### src/rtl/mem_bus_arbiter_pkg.sv
// Shared definitions for the memory bus arbiter: FSM encodings, the memory
// map used by the address decoders, and timer register offsets.
package mem_bus_arbiter_pkg;

    // Arbiter FSM: IDLE arbitrates, ACK presents the one-cycle DMA completion.
    typedef enum logic [0:0] {
        ST_IDLE = 1'b0,
        ST_ACK  = 1'b1
    } arb_state_t;

    // Default memory map (byte addresses).
    localparam logic [31:0] MAP_DATA_LO   = 32'h0000_0000;
    localparam logic [31:0] MAP_DATA_HI   = 32'h0000_2FFF;
    localparam logic [31:0] MAP_TMR0_BASE = 32'h0000_7F00;
    localparam logic [31:0] MAP_TMR1_BASE = 32'h0000_7F10;

    // Each timer exposes three word registers starting at its base.
    localparam int unsigned TMR_WORDS = 3;

    // Timer register word offsets (addr[3:2]); COUNT is read-only.
    localparam logic [1:0] TMR_REG_CTRL   = 2'd0;
    localparam logic [1:0] TMR_REG_PRESET = 2'd1;
    localparam logic [1:0] TMR_REG_COUNT  = 2'd2;

    // One-hot decode result.
    typedef struct packed {
        logic dm;
        logic tmr0;
        logic tmr1;
        logic none;
    } tgt_t;

    // Inclusive window test written as an offset compare so that a window
    // starting at address 0 does not produce an always-true comparison.
    function automatic logic in_window(input logic [31:0] byte_addr,
                                       input logic [31:0] first,
                                       input logic [31:0] last);
        return (byte_addr - first) <= (last - first);
    endfunction

endpackage

### src/rtl/mem_bus_arbiter_decode.sv
// Combinational decode of a word address to one of DM, TIMER0, TIMER1 or
// unmapped. Exactly one bit of the result is set.
module mem_addr_decode
    import mem_bus_arbiter_pkg::*;
#(
    parameter logic [31:0] DATA_LO   = MAP_DATA_LO,
    parameter logic [31:0] DATA_HI   = MAP_DATA_HI,
    parameter logic [31:0] TMR0_BASE = MAP_TMR0_BASE,
    parameter logic [31:0] TMR1_BASE = MAP_TMR1_BASE
) (
    input  logic [29:0] addr,
    output tgt_t        tgt
);

    localparam logic [31:0] TMR_SPAN = 32'(4 * TMR_WORDS) - 32'd1;

    logic [31:0] byte_addr;
    logic        hit_dm;
    logic        hit_tmr0;
    logic        hit_tmr1;

    assign byte_addr = {addr, 2'b00};

    // Window hits, then priority-resolve so the result is one-hot even if
    // a future map overlaps regions.
    always_comb begin
        hit_dm   = in_window(byte_addr, DATA_LO, DATA_HI);
        hit_tmr0 = in_window(byte_addr, TMR0_BASE, TMR0_BASE + TMR_SPAN);
        hit_tmr1 = in_window(byte_addr, TMR1_BASE, TMR1_BASE + TMR_SPAN);

        tgt      = '0;
        tgt.dm   = hit_dm;
        tgt.tmr0 = !hit_dm && hit_tmr0;
        tgt.tmr1 = !hit_dm && !hit_tmr0 && hit_tmr1;
        tgt.none = !hit_dm && !hit_tmr0 && !hit_tmr1;
    end

endmodule

### src/rtl/mem_bus_arbiter.sv
// Arbitrates the data-memory port and the two timer register files between
// the CPU MEM stage and a DMA/debug master. The CPU has priority, but a
// pending DMA request is forced through after MAX_WAIT refusals.
//
// state    | meaning
// ---------+-----------------------------------------------------------
// ST_IDLE  | arbitrate; DMA granted on free bus or when wait_cnt expired
// ST_ACK   | dma_ack=1 for the transfer granted last cycle; CPU may use bus
//
// MAX_WAIT must fit the 3-bit saturating wait counter (0..7).
module mem_bus_arbiter
    import mem_bus_arbiter_pkg::*;
#(
    parameter int unsigned MAX_WAIT  = 4,
    parameter logic [31:0] DATA_LO   = MAP_DATA_LO,
    parameter logic [31:0] DATA_HI   = MAP_DATA_HI,
    parameter logic [31:0] TMR0_BASE = MAP_TMR0_BASE,
    parameter logic [31:0] TMR1_BASE = MAP_TMR1_BASE
) (
    input  logic        clk,
    input  logic        reset,

    input  logic        cpu_req,
    input  logic [31:0] cpu_pc,
    input  logic [29:0] cpu_addr,
    input  logic [3:0]  cpu_we,
    input  logic [31:0] cpu_wdata,
    output logic [31:0] cpu_rdata,
    output logic        cpu_stall,

    input  logic        dma_req,
    input  logic [29:0] dma_addr,
    input  logic [3:0]  dma_we,
    input  logic [31:0] dma_wdata,
    output logic        dma_ack,
    output logic        dma_err,
    output logic [31:0] dma_rdata,

    output logic [31:0] dm_pc,
    output logic [29:0] dm_addr,
    output logic [3:0]  dm_we,
    output logic [31:0] dm_wdata,
    input  logic [31:0] dm_rdata,

    output logic [1:0]  tmr_addr,
    output logic [31:0] tmr_wdata,
    output logic        tmr0_we,
    output logic        tmr1_we,
    input  logic [31:0] tmr0_rdata,
    input  logic [31:0] tmr1_rdata
);

    localparam logic [2:0] MAX_WAIT_C = 3'(MAX_WAIT);

    arb_state_t  state;
    arb_state_t  state_nxt;
    logic [2:0]  wait_cnt;
    logic [2:0]  wait_cnt_nxt;
    logic        dma_err_q;
    logic [31:0] dma_rdata_q;

    logic        dma_grant;
    logic        cpu_grant;
    logic        dma_bad_addr;
    logic        tmr_wr_ok;

    tgt_t        cpu_tgt;
    tgt_t        dma_tgt;

    mem_addr_decode #(
        .DATA_LO   (DATA_LO),
        .DATA_HI   (DATA_HI),
        .TMR0_BASE (TMR0_BASE),
        .TMR1_BASE (TMR1_BASE)
    ) u_cpu_decode (
        .addr (cpu_addr),
        .tgt  (cpu_tgt)
    );

    mem_addr_decode #(
        .DATA_LO   (DATA_LO),
        .DATA_HI   (DATA_HI),
        .TMR0_BASE (TMR0_BASE),
        .TMR1_BASE (TMR1_BASE)
    ) u_dma_decode (
        .addr (dma_addr),
        .tgt  (dma_tgt)
    );

    // The DMA master may only touch DM; timer or unmapped targets are errors.
    assign dma_bad_addr = dma_tgt.none || dma_tgt.tmr0 || dma_tgt.tmr1;

    // Timer writes must be full-word and must not hit the read-only COUNT.
    assign tmr_wr_ok = (cpu_we == 4'hF) && (cpu_addr[1:0] != TMR_REG_COUNT);

    // State, wait counter and captured DMA response.
    always_ff @(posedge clk) begin
        if (reset) begin
            state       <= ST_IDLE;
            wait_cnt    <= 3'd0;
            dma_err_q   <= 1'b0;
            dma_rdata_q <= 32'd0;
        end else begin
            state    <= state_nxt;
            wait_cnt <= wait_cnt_nxt;
            if (dma_grant) begin
                dma_err_q   <= dma_bad_addr;
                dma_rdata_q <= dm_rdata;
            end
        end
    end

    // Grant decision, next state and wait-counter update.
    always_comb begin
        dma_grant    = 1'b0;
        cpu_grant    = 1'b0;
        state_nxt    = state;
        wait_cnt_nxt = wait_cnt;

        unique case (state)
            ST_IDLE: begin
                dma_grant = dma_req && (!cpu_req || (wait_cnt >= MAX_WAIT_C));
                cpu_grant = cpu_req && !dma_grant;
                if (dma_grant) begin
                    state_nxt    = ST_ACK;
                    wait_cnt_nxt = 3'd0;
                end else if (dma_req && (wait_cnt != 3'd7)) begin
                    wait_cnt_nxt = wait_cnt + 3'd1;
                end
            end
            ST_ACK: begin
                cpu_grant = cpu_req;
                state_nxt = ST_IDLE;
            end
            default: begin
                state_nxt = ST_IDLE;
            end
        endcase
    end

    // Bus steering: idle bus follows the CPU with every write enable low.
    always_comb begin
        dm_pc     = cpu_pc;
        dm_addr   = cpu_addr;
        dm_wdata  = cpu_wdata;
        dm_we     = 4'h0;
        tmr_addr  = cpu_addr[1:0];
        tmr_wdata = cpu_wdata;
        tmr0_we   = 1'b0;
        tmr1_we   = 1'b0;
        cpu_rdata = 32'd0;

        if (dma_grant) begin
            dm_pc     = 32'd0;
            dm_addr   = dma_addr;
            dm_wdata  = dma_wdata;
            dm_we     = dma_bad_addr ? 4'h0 : dma_we;
            tmr_addr  = dma_addr[1:0];
            tmr_wdata = dma_wdata;
        end else if (cpu_grant) begin
            dm_we   = cpu_tgt.dm ? cpu_we : 4'h0;
            tmr0_we = cpu_tgt.tmr0 && tmr_wr_ok;
            tmr1_we = cpu_tgt.tmr1 && tmr_wr_ok;
            unique case (1'b1)
                cpu_tgt.dm:   cpu_rdata = dm_rdata;
                cpu_tgt.tmr0: cpu_rdata = tmr0_rdata;
                cpu_tgt.tmr1: cpu_rdata = tmr1_rdata;
                cpu_tgt.none: cpu_rdata = 32'd0;
                default:      cpu_rdata = 32'd0;
            endcase
        end
    end

    assign cpu_stall = cpu_req && dma_grant;
    assign dma_ack   = (state == ST_ACK);
    assign dma_err   = dma_ack && dma_err_q;
    assign dma_rdata = dma_rdata_q;

endmodule
### config.mk
export PLATFORM = sky130hd
export DESIGN_NAME = mem_bus_arbiter
export DESIGN_NICKNAME = d
export VERILOG_FILES = /design/src/rtl/mem_bus_arbiter_pkg.sv /design/src/rtl/mem_bus_arbiter_decode.sv /design/src/rtl/mem_bus_arbiter.sv
export SDC_FILE = /design/constraint.sdc
export NUM_CORES = 1
export LEC_CHECK = 0
export ABC_AREA = 1
export BUFFER_PORTS_ARGS = -buffer_cell sky130_fd_sc_hd__buf_2
export CAP_MARGIN = 20
export CORE_AREA = 2 2 179 181
export DETAILED_ROUTE_END_ITERATION = 16
export DIE_AREA = 0 0 181 183
export RECOVER_POWER = 25
export SLEW_MARGIN = 20
export SYNTH_ARGS = -nofsm -noshare
export SYNTH_HDL_FRONTEND = slang
export SYNTH_SLANG_ARGS = --single-unit
### constraint.sdc
create_clock -name clk -period 2.6 [get_ports clk]
set_input_delay 0.26 -clock clk [delete_from_list [all_inputs] [get_ports clk]]
set_output_delay 0.26 -clock clk [all_outputs]
set_load 0.01 [all_outputs]
==> impl_metrics.yaml <==
die:
  initial_core_util: 0.172
  core_region_area_um2: 31200
  floorplan.rows: 65
  chipWidth_um: 181
  die_h_um: 183
  ioPinCount: 465
  floorplan_die_area_um2: 33100
synthesis:
  post-synth-top-count-cell: "nand2_1"
  netlist.area_leader.share: 0.247
  syn-instance-count: 1093
  post_synthesis_cell_area_um2: 5360
  synth_area_per_cell_um2: 4.90
  post_synth_edffs: 0
  synthArstFlopShare: 0
  synth_top_flop_cell: "dfxtp_1"
  top_post_synthesis_cells_by_count: "nand2_1, nor2_1, inv_1, nand3_1, o21ai_0"
  yosys-top-cells-area: "nand2_1, nor2_1, dfxtp_1"
  ys_seq_area_frac: 0.138
  synth-seq-cells: 37
  synth_top_cell_by_area: "nand2_1"
  syn-num-nets: 1359
  yosys.cell_types.count: 30
  yosys_warnings: 0
clock_network:
  ctsLongestPathBuffers: 2
  worst_skew_pair.late_latency_ns: 0.28
  cts.root.buffer_cell: "clkbuf_16"
  cts_sinks: 37
  htree_levels: 2
  tritoncts: "built"
  clk_pin_slew_worst_paths_ns: 0.06
  tritoncts.num_buffers: 5
global_routing:
  grt_pass1_wl_mm: 45.0
  vias_in_the_first_global_route: 8021
  overflow: 0
  grt_antenna_before_repair: 6
  grt_max_degree: 50
  grtUsageTotal: 0.175
worst_setup_path:
  critical_path.max_fanout: 14
  crit_type: "input pin to output port"
  required_ns: 2.34
  worst_setup_path_end_kind: "output port"
  crit_path_start_kind: "input pin"
  worst_ep_arrival_time_ns: 2.35
sta:
  period_needed_ns: 2.61
  final_setup_violation_count: 2
  final_max_slew_viol_count: 34
  grt_setup_unrepaired: "true"
  max_freq_mhz: 384
  final-hold-violation-count: 0
  worst_slew_pin_slew_ns: 1.52
  worst_clock_skew_ns: 0.00586
  layout_worst_path_cycle_share: 1.00
  final.setup.tns_ns: -0.00844
  slew-limit-headroom: -0.0160
  layout_setup_ws_ns: -0.00740
placed_design:
  post-dp-hpwl_mm: 26.1
  port_buffer_cells: 464
  number_of_placed_cells_counting_well_taps: 1976
  place_congestion: 0.973
route:
  detail_route.vias_per_cell: 4.41
  drc: 0
  route.final.wire_length_mm: 33.1
  top_layer: "met4"
  ant_nets: 0
  avgRoutedWirePerCell_um: 16.5
  m1WireLength_mm: 14.0
  dr_wl_met3_mm: 2.50
  drt-pass1-iter-count: 6
  drt_first_iter_violations: 676
  detailroute.wirelength.met2_mm: 15.2
  num_vias: 8884
status:
  violations_in_the_final_reports: "max-capacitance violations, max-slew violations, negative setup slack"
  outcome: "finished, violations left"
power_and_ir_drop:
  vdd_ir_drop_max_mv: 0.191
  cellPowerDensity_nw_per_um2: 247
  p_leak_nw: 5.37
finish:
  num-nets-final: 1872
  syn_to_final_growth_pct: 80.7
  post_layout_nonfiller_instances: 2013
  drive_above_1_share: 0.436
flow_run:
  timing.max_cap.violations: 1
min_path:
  hold_class: "input pin to flip-flop"
==> power by group <==
part | switching (mW) | internal (mW) | total, mW
sequential | 0.0198 | 0.605 | 0.624
clock | 0.248 | 0.376 | 0.624
combinational | 0.669 | 0.479 | 1.15
==> registers in the layout, indices dropped and copies added, names as in the netlist <==
| name | cells |
|---|---|
| dma_err_q | 1 |
| dma_rdata | 32 |
| dma_ack | 1 |
| wait_cnt | 3 |
==> timing repair <==
action                     4_1_cts  5_1_grt
gates cloned                     0        8
setup endpoints to repair       33       35
hold buffers                     0        0
gates resized for setup         13      206
setup buffers                    5       12
pin swaps                        2       53
==> cell usage in the layout, fill, tap and decap left out, types with 2 or more instances in the layout <==
cell type    n
inv_2        7
xor2_1       3
inv_4        3
nand2_1    329
nand2_2     23
buf_8        3
and3_1       2
nand3_4      5
nor3_1       2
o21ai_2      2
diode_2      5
ha_1         2
o21ai_0     61
o21ai_1      2
nand3b_1     3
buf_12       7
nand2_4      8
nor2_1     199
inv_1      122
clkbuf_16   11
nand4_1     18
nor3_2       2
buf_4       98
nand3_2      8
buf_6       34
a32o_1       4
nor2_2      44
nor2_4      36
a22oi_1      2
nor4_1       2
a21oi_1      5
buf_2      403
nand3_1     74
dfxtp_1     37
clkbuf_1    35
==> worst max-delay path, cell delays in order <==
cell	delay, ns
buf_8	0.08
nand2_4	0.05
nor2_4	0.22
nand3_4	0.15
buf_4	0.16
buf_4	0.12
nand3_1	0.11
nand2_1	0.07
nand2_2	0.08
inv_1	0.07
and3_1	0.17
nand3_4	0.16
clkbuf_16	0.23
nor2_1	0.05
nor2_1	0.18
nor2_4	0.05
buf_6	0.12
==> final cells by class <==
| class | count | area [um^2] |
|---|---|---|
| Antenna cell | 5 | 12.5 |
| Inverter | 133 | 507 |
| Fill cell | 3532 | 21500 |
| Multi-Input combinational cell | 843 | 4170 |
| Clock buffer | 6 | 139 |
| Tap cell | 402 | 503 |
| Sequential cell | 37 | 741 |
| Clock inverter | 1 | 7.51 |
| Timing Repair Buffer | 586 | 3600 |
==> final timing paths <==
kind / depth (start not counted) / slack [ns] / from / end
max: 17 / -0.007 / cpu_addr[7] / cpu_rdata[11]
min: 2 / 0.19 / reset / dma_ack
min reg2reg: 2 / 0.47 / wait_cnt[0] / wait_cnt[0]
max reg2reg: 6 / 0.28 / wait_cnt[2] / dma_rdata[9]
==> layer usage <==
metal | track usage | up-vias
met5 | 0 | -
met2 | 0.289 | 432
met1 | 0.229 | 4035
met4 | 0.0738 | 0
li1 | - | 4347
met3 | 0.0226 | 70
==> through the flow <==
step | total power, mW | util | instance area (um^2) | hold slack (ns) | worst slack, ns
after global placement | 1.71 | 0.272 | 8500 | 0.459 | -0.126
after CTS | 2.35 | 0.279 | 8720 | 0.171 | -0.0283
after global routing | 2.54 | 0.310 | 9680 | 0.178 | -0.130
after detailed placement | 1.72 | 0.272 | 8500 | 0.467 | -0.147
final | 2.40 | 0.310 | 9680 | 0.185 | -0.00740
after floorplan | 1.15 | - | 5360 | 0.332 | 0.406
==> logic make-up after synthesis <==
logic type / synth area share
buffers and inverters: 0.187
adder cells (fa/ha/maj): 0.00467
AND/OR/NAND/NOR: 0.587
flip-flops: 0.138
XOR/XNOR: 0.00654
AO/OA/AOI/OAI: 0.0766
Power figures use the tool's default switching activity.
